`src/rtl/pc_fetch_unit.sv`:
```
// pc_fetch_unit: program counter and instruction-fetch stage.
//
// The unit holds the fetch PC and runs a request/acknowledge handshake with
// instruction memory. It presents the PC and link value (PC+4) of the
// instruction in decode. It redirects on a jump or a taken branch, and each
// redirect raises a one-cycle flush pulse.
//
// Optional feature macro: PCU_MISALIGN_TRAP_EN
//   defined   : a misaligned redirect target sends fetch to TRAP_VECTOR and
//               pulses PCU_Misalign together with PCU_Flush.
//   undefined : a misaligned target is forced down to word alignment, and
//               there is no PCU_Misalign port.
//
// State machine:
//   BOOT     : one idle cycle after reset, no request.
//   FETCH    : issues requests, captures acknowledged instructions and
//              takes redirects.
//   REDIRECT : one idle cycle while the fetch in flight is discarded.

module pc_fetch_unit #(
  parameter int unsigned     XLEN         = 32,
  parameter logic [XLEN-1:0] RESET_VECTOR = 32'h0000_0000,
  parameter logic [XLEN-1:0] TRAP_VECTOR  = 32'h0000_0100
) (
  input  logic            PCU_CLOCK,
  input  logic            PCU_RESET,
  input  logic            PCU_Jump_En,
  input  logic            PCU_Jump_Reg,
  input  logic            PCU_Branch_Taken,
  input  logic [XLEN-1:0] PCU_Target,
  input  logic            PCU_Stall,
  output logic            PCU_Imem_Req,
  output logic [XLEN-1:0] PCU_Imem_Addr,
  input  logic            PCU_Imem_Ack,
  output logic [XLEN-1:0] PCU_Pc,
  output logic [XLEN-1:0] PCU_Pc_Plus4,
  output logic            PCU_Inst_Valid,
  output logic            PCU_Flush
`ifdef PCU_MISALIGN_TRAP_EN
  ,
  output logic            PCU_Misalign
`endif
);

  // Sequential increment; the addition wraps modulo 2^XLEN.
  localparam logic [XLEN-1:0] PC_STEP    = {{(XLEN-3){1'b0}}, 3'b100};
  // Clears bit 0 of a JALR target.
  localparam logic [XLEN-1:0] JALR_MASK  = {{(XLEN-1){1'b1}}, 1'b0};
  // Forces a target down to a word boundary.
  localparam logic [XLEN-1:0] WORD_MASK  = {{(XLEN-2){1'b1}}, 2'b00};
  localparam logic [XLEN-1:0] RESET_LINK = RESET_VECTOR + PC_STEP;

  typedef enum logic [1:0] {
    ST_BOOT     = 2'd0,
    ST_FETCH    = 2'd1,
    ST_REDIRECT = 2'd2
  } state_e;

  // Next sequential address, wrapping at the top of the address space.
  function automatic logic [XLEN-1:0] pc_add4(input logic [XLEN-1:0] pc);
    return pc + PC_STEP;
  endfunction

  // A JALR computes its target from a register, so bit 0 is dropped.
  // A JAL or a branch target is used unchanged.
  function automatic logic [XLEN-1:0] jump_target(
    input logic [XLEN-1:0] target,
    input logic            is_jalr
  );
    logic [XLEN-1:0] mask;
    if (is_jalr) begin
      mask = JALR_MASK;
    end else begin
      mask = {XLEN{1'b1}};
    end
    return target & mask;
  endfunction

`ifdef PCU_MISALIGN_TRAP_EN
  // An instruction address must sit on a 4-byte boundary.
  function automatic logic is_misaligned(input logic [XLEN-1:0] addr);
    return (addr[1:0] != 2'b00);
  endfunction
`endif

  state_e          state_q, state_d;
  logic [XLEN-1:0] fetch_pc_q, fetch_pc_d;
  logic [XLEN-1:0] pc_q, pc_d;
  logic [XLEN-1:0] pc_plus4_q, pc_plus4_d;
  logic            inst_valid_q, inst_valid_d;
  logic            flush_q, flush_d;
`ifdef PCU_MISALIGN_TRAP_EN
  logic            misalign_q, misalign_d;
  logic            target_misaligned_s;
`else
  logic            unused_trap_vector_s;
`endif

  logic            imem_req_s;
  logic            redirect_s;
  logic [XLEN-1:0] eff_target_s;
  logic [XLEN-1:0] redirect_pc_s;

  // Request only while fetching, and only when downstream can take the result.
  always_comb begin
    imem_req_s = (state_q == ST_FETCH) & ~PCU_Stall;
  end

  // Redirect decode: only a valid, unstalled decode instruction can redirect.
  always_comb begin
    redirect_s   = (state_q == ST_FETCH) & inst_valid_q & ~PCU_Stall &
                   (PCU_Jump_En | PCU_Branch_Taken);
    eff_target_s = jump_target(PCU_Target, PCU_Jump_En & PCU_Jump_Reg);
  end

`ifdef PCU_MISALIGN_TRAP_EN
  // A misaligned target goes to the trap vector instead of being fetched.
  always_comb begin
    target_misaligned_s = is_misaligned(eff_target_s);
    if (target_misaligned_s) begin
      redirect_pc_s = TRAP_VECTOR;
    end else begin
      redirect_pc_s = eff_target_s;
    end
  end
`else
  // Without the trap, a misaligned target is silently word-aligned.
  always_comb begin
    redirect_pc_s        = eff_target_s & WORD_MASK;
    unused_trap_vector_s = ^TRAP_VECTOR;
  end
`endif

  // Next-state logic for the fetch state machine and the decode registers.
  always_comb begin
    state_d      = state_q;
    fetch_pc_d   = fetch_pc_q;
    pc_d         = pc_q;
    pc_plus4_d   = pc_plus4_q;
    inst_valid_d = inst_valid_q;
    flush_d      = 1'b0;
`ifdef PCU_MISALIGN_TRAP_EN
    misalign_d   = 1'b0;
`endif
    case (state_q)
      ST_BOOT: begin
        state_d = ST_FETCH;
      end
      ST_FETCH: begin
        if (redirect_s) begin
          // The redirect wins over a same-cycle Ack. That Ack's instruction
          // is dropped and the fetch PC does not step.
          fetch_pc_d   = redirect_pc_s;
          inst_valid_d = 1'b0;
          flush_d      = 1'b1;
`ifdef PCU_MISALIGN_TRAP_EN
          misalign_d   = target_misaligned_s;
`endif
          state_d      = ST_REDIRECT;
        end else if (PCU_Stall) begin
          // Hold the decode instruction and the fetch PC while stalled.
          fetch_pc_d   = fetch_pc_q;
          inst_valid_d = inst_valid_q;
        end else if (imem_req_s & PCU_Imem_Ack) begin
          pc_d         = fetch_pc_q;
          pc_plus4_d   = pc_add4(fetch_pc_q);
          inst_valid_d = 1'b1;
          fetch_pc_d   = pc_add4(fetch_pc_q);
        end else begin
          // No instruction came back, so decode gets a bubble.
          inst_valid_d = 1'b0;
        end
      end
      ST_REDIRECT: begin
        state_d = ST_FETCH;
      end
      default: begin
        state_d      = ST_BOOT;
        inst_valid_d = 1'b0;
      end
    endcase
  end

  // State registers with synchronous reset. Reset drops any pending fetch.
  always_ff @(posedge PCU_CLOCK) begin
    if (PCU_RESET) begin
      state_q      <= ST_BOOT;
      fetch_pc_q   <= RESET_VECTOR;
      pc_q         <= RESET_VECTOR;
      pc_plus4_q   <= RESET_LINK;
      inst_valid_q <= 1'b0;
      flush_q      <= 1'b0;
`ifdef PCU_MISALIGN_TRAP_EN
      misalign_q   <= 1'b0;
`endif
    end else begin
      state_q      <= state_d;
      fetch_pc_q   <= fetch_pc_d;
      pc_q         <= pc_d;
      pc_plus4_q   <= pc_plus4_d;
      inst_valid_q <= inst_valid_d;
      flush_q      <= flush_d;
`ifdef PCU_MISALIGN_TRAP_EN
      misalign_q   <= misalign_d;
`endif
    end
  end

  // Drive the outputs. The request is the only combinational output.
  always_comb begin
    PCU_Imem_Req   = imem_req_s;
    PCU_Imem_Addr  = fetch_pc_q;
    PCU_Pc         = pc_q;
    PCU_Pc_Plus4   = pc_plus4_q;
    PCU_Inst_Valid = inst_valid_q;
    PCU_Flush      = flush_q;
`ifdef PCU_MISALIGN_TRAP_EN
    PCU_Misalign   = misalign_q;
`endif
  end

endmodule

```
`config.mk`:
```
export PLATFORM = sky130hd
export DESIGN_NAME = pc_fetch_unit
export DESIGN_NICKNAME = d
export VERILOG_FILES = /design/src/rtl/pc_fetch_unit.sv
export SDC_FILE = /design/constraint.sdc
export NUM_CORES = 1
export LEC_CHECK = 0
export ABC_AREA = 1
export CAP_MARGIN = 20
export CORE_UTILIZATION = 66
export CTS_BUF_LIST = sky130_fd_sc_hd__clkbuf_8
export CTS_CLUSTER_SIZE = 16
export DETAILED_ROUTE_END_ITERATION = 12
export DONT_BUFFER_PORTS = 1
export HOLD_SLACK_MARGIN = 0.1
export PLACE_DENSITY = 0.82
export SLEW_MARGIN = 20
export SYNTH_ARGS = -nofsm -noshare
export SYNTH_HDL_FRONTEND = slang
export SYNTH_SLANG_ARGS = --single-unit
```
`constraint.sdc`:
```
create_clock -name PCU_CLOCK -period 1.8 [get_ports PCU_CLOCK]
set_input_delay 0.36 -clock PCU_CLOCK [delete_from_list [all_inputs] [get_ports PCU_CLOCK]]
set_output_delay 0.36 -clock PCU_CLOCK [all_outputs]
set_load 0.01 [all_outputs]
```
# Yosys cells after proc, flatten, opt, wreduce, memory -nomap -nowiden
# Cells that the tools add are included.
# op_classes
add_sub_neg	1
reduce_logical	7
mux	11
bitwise_logic	12
n_shift	0
n_eq_ne	5
mul	0
order_cmp	0
div_mod_pow	0
# op_table
cell	count
2-to-1 mux 32 bit	3
adder 32 x 3 -> 32 bit, second input constant	1
bitwise AND 32 bit	1
bitwise AND 1 bit	6
2-to-1 mux 1 bit	5
inverter 1 bit	4
case mux 2 bit (2 select lines)	1
AND reduction 4 bit	1
OR reduction 2 bit	2
inequality test 3 bit, second input constant	1
AND reduction 3 bit	1
equality test 2 x 1 -> 1 bit, second input constant	1
equality test 2 bit, second input constant	1
logical NOT 2 bit	1
2-to-1 mux 2 bit	1
inequality test 2 x 1 -> 1 bit, second input constant	1
inequality test 2 bit, second input constant	1
case mux 1 bit (2 select lines)	1
AND reduction 2 bit	1
nonzero test 2 bit	1
bitwise OR 1 bit	1
# totals
latchBits	0
romBits	0
ff_bits	100
ramBits	0
input_bits	39
wordCells	42
mem_count	0
out_inout_bits	99

# Logic depth before layout (Yosys ltp)
# logic_depth
word_depth	7
mapped_depth	11
mapped_depth_nobuf	10

# Worst setup path after synthesis
# Ideal clock, no wire load.
# synth_timing
path_kind	register to register
start	register fetch_pc_q[3], in the netlist PCU_Imem_Addr[3]
end	register pc_plus4_q[18], in the netlist PCU_Pc_Plus4[18]
arrival_ns	1.412
setup_slack_ns	0.279
path_stages_with_launch	11
period_less_slack_ns	1.521
setup_ns	0.109
cell_sequence	dfxtp_1 > ha_1 > inv_1 > nor2_2 > nand2_2 > nor2_2 > nand2_1 > nand3_1 > nand2_1 > nand2_1 > inv_1
# synth_between
elab_chain_len	1
# synth_rtl
element	line_no	rtl
from (decl)	87	logic [XLEN-1:0] fetch_pc_q, fetch_pc_d;
from (signal assigned)	198	fetch_pc_q <= fetch_pc_d;
adder 32 x 3 -> 32 bit	61	return pc + PC_STEP;
to (signal assigned)	200	pc_plus4_q <= pc_plus4_d;
to (decl)	89	logic [XLEN-1:0] pc_plus4_q, pc_plus4_d;
# Every way passes these cells.
# A chain may end at the register's enable or synchronous reset.

# Final worst setup path
# layout_timing
start	register fetch_pc_q[2], in the netlist PCU_Imem_Addr[2]
end	register pc_plus4_q[18], in the netlist PCU_Pc_Plus4[18]
# The elaborated chain is that of the path after synthesis.

==> metrics.txt <==
status finished, final reports clean; Post-synth EDFFs 0; Synth-to-Final Area Change 9.650%; overall routing resource usage 0.3598; CTS Buf Count 9; worst path cell trace ha_1 -> inv_1 -> nor2_2 -> nand2_2 -> nor2_2 -> nand2_1 -> nand3_1 -> nand2_1 -> nand2_1 -> inv_1; placed cells 770; delay-heaviest family, CP simple AND/OR/NAND/NOR gates; vias post-DR roughly 4500; Synth Warn # 0; Power, Total approximately 3.8 mW; crit share post-route 0.9499; Core Rows 29; CP max stage delay about 0.35 ns; clk root buf clkbuf_8; buffers and inverters on the worst path 2; final worst slack 0.09014 ns; post-detail-place hpwl 9108 um; Critical Path AT approximately 2 ns; FF+latch count, synth 94; clock latency on the worst-skew pair approximately 0.38 ns; commonest non-fill, non-tap cell in the layout nand2_1; num ports ~140; met2 usage 0.6041; Max Cap Violations 0; Worst slew margin 0.6474; largest net degree at the start of global routing between 60 and 70; Core ar. 6531 um^2; Antenna Cells 0; critical path class flop to flop; Slew @ Worst Pin between 0.5 and 0.6 ns; # setup viols final 0; share of post-route cells with drive strength above 1 0.1155; final-layout fill cell count about 520; setup tns final 0 ns; WL final roughly 13000 um; CP max-delay cell dfxtp_1; Fmax achieved roughly 600 MHz; most frequent cells in the layout nand2_1, dfxtp_1, nor2_1, inv_1, o21ai_0; Reg clk slew, reported paths around 0.10 ns; Vias per Instance around 5.8; H-Tree Depth 3; worst vdd ir just under 0.5 mV; distinct cell type count after synthesis 30; syn_area_per_cell roughly 6.7 um^2; initial antenna violation count 0; GR Layer Usage met3 0.07198; total grt overflow 0; GR Layer Usage met1 0.4577; Worst setup SP type flop; GRT busiest layer met2; Final Net Count roughly 750; initial core utilization 0.7008; Crit path top cell by count nand2_1; post-synthesis cell count roughly 700; area of the multi-input gates 2213 um^2; register area share after synthesis 0.4112; Final Hold Viols 0; P per Cell Area roughly 760 nW/um^2; unrepaired setup endpoints after global routing false; drt wl/cell 16.46 um; # port buffers 0; die width ~85 um; CTS Buffer Depth 2; hold crit path type input port to flop; CP endpoint kind flop; # DRC 0; first-pass GRT wire length roughly 20000 um; gp weighted congestion slightly below 0.9; CTS sink cnt 94; DR iter-0 viols 333; ys flop type dfxtp_1; number of antenna-violating nets in the routed design 0; Critical Path RT roughly 2.1 ns; Clock Skews around 0.018 ns; CTS tree built; Die Y roughly 85 um; Period minus WS final 1.710 ns; critical path peak fanout 7; vias in the first global route 4254; Synth Cell Area approximately 4600 um^2; ys async rst share 0; leak pwr between 2 and 2.5 nW; Final Instance Count excl. Fillers approximately 790; storage element area approximately 1900 um^2; die area a little over 7000 um^2; Max Slew Vio Count 0; Detailed Routing Iterations Pass 1 5; setup slack at placement between 0.1 and 0.15 ns
-- cell families (layout without fill, tap and decap cells) --
kind of cell               count (synthesis)  after routing  share of synthesized area
xor gates and xnor gates                   7              7                    0.01340
AOI/OAI and AO/OA                        125            125                     0.1408
adders and majority gates                  1              1                   0.002733
other                                      1              6                  0.0008193
DFF                                       94             94                     0.4112
and+or+nand+nor                          340            340                     0.3201
buffers and inverters                    114            137                     0.1110
-- final cells by class --
type / instances / share of cell area
inverter: 81 / 0.06058
clock inverter: 6 / 0.009474
clock buffer: 10 / 0.02742
tap: 77 / 0.01920
timing repair buffer: 40 / 0.06731
sequential: 94 / 0.3750
multi-input combinational: 479 / 0.4410
-- worst min-delay path: stages --
cell	delay, ns
nor2_1	0.03
nand2_1	0.05
inv_1	0.03
-- final timing paths --
| kind | startpoint | endpoint | slack (ns) | cells past startpoint |
|---|---|---|---|---|
| min | PCU_RESET | PCU_Pc_Plus4[31]$_SDFFE_PP0P_ | 0.12 | 3 |
| max reg2reg | PCU_Imem_Addr[2]$_SDFFE_PP0P_ | PCU_Pc_Plus4[18]$_SDFFE_PP0P_ | 0.09 | 10 |
| max | PCU_Imem_Addr[2]$_SDFFE_PP0P_ | PCU_Pc_Plus4[18]$_SDFFE_PP0P_ | 0.09 | 10 |
| min reg2reg | PCU_Pc[2]$_SDFFE_PP0P_ | PCU_Pc[2]$_SDFFE_PP0P_ | 0.53 | 2 |
-- cells in the mapped netlist, types with 3 or more instances --
cell,number,share of area
a31oi_1,3,0.0041
buf_2,10,0.011
nor2_2,7,0.0096
inv_1,77,0.063
o22ai_1,4,0.0055
o21ai_1,3,0.0033
nand3_1,52,0.057
xnor2_1,3,0.0057
nand2_1,175,0.14
o21ai_0,61,0.067
buf_6,5,0.012
dfxtp_1,94,0.41
xor2_1,4,0.0077
nor2_1,86,0.071
a21oi_1,50,0.055
nand2_2,6,0.0082
buf_4,8,0.013
nor2_4,5,0.012
clkbuf_1,10,0.0082
a211oi_1,3,0.0049
inv_2,3,0.0025
-- where the power goes --
group | internal (mW) | switching, mW | leakage (nW) | total, mW
clock network | 0.550 | 0.792 | 0.0918 | 1.34
registers | 2.14 | 0.0706 | 0.763 | 2.22
logic | 0.0884 | 0.178 | 1.28 | 0.266
-- metrics by stage --
stage / utilization / cell area (um^2) / hold slack, ns
after floorplan: - / 4596 / 0.4858
after global placement: 0.7366 / 4811 / 0.4345
after detailed placement: 0.7366 / 4811 / 0.4362
after CTS: 0.7680 / 5016 / 0.1196
after global routing: 0.7684 / 5019 / 0.1278
final: 0.7684 / 5019 / 0.1219
-- repair_timing --
| item | 4_1_cts | 5_1_grt |
|---|---|---|
| setup endpoints to repair | 0 | 5 |
| resized for setup | 0 | 4 |
| setup buffers | 0 | 0 |
| hold endpoints to repair | 36 | 0 |
| hold buffers | 1 | 0 |
-- registers in the layout (all words and copies together) (netlist names) --
name            flops
PCU_Imem_Addr      30
PCU_Pc             30
PCU_Pc_Plus4       30
state_q             2
PCU_Flush           1
PCU_Inst_Valid      1
-- layer usage --
metal | share of wire | up-vias
li1 | - | 2197
met1 | 0.41 | 2068
met2 | 0.47 | 251
met3 | 0.10 | 17
met4 | 0.019 | 0
met5 | 0 | -
Note: power is estimated with default switching activity, not from simulation.
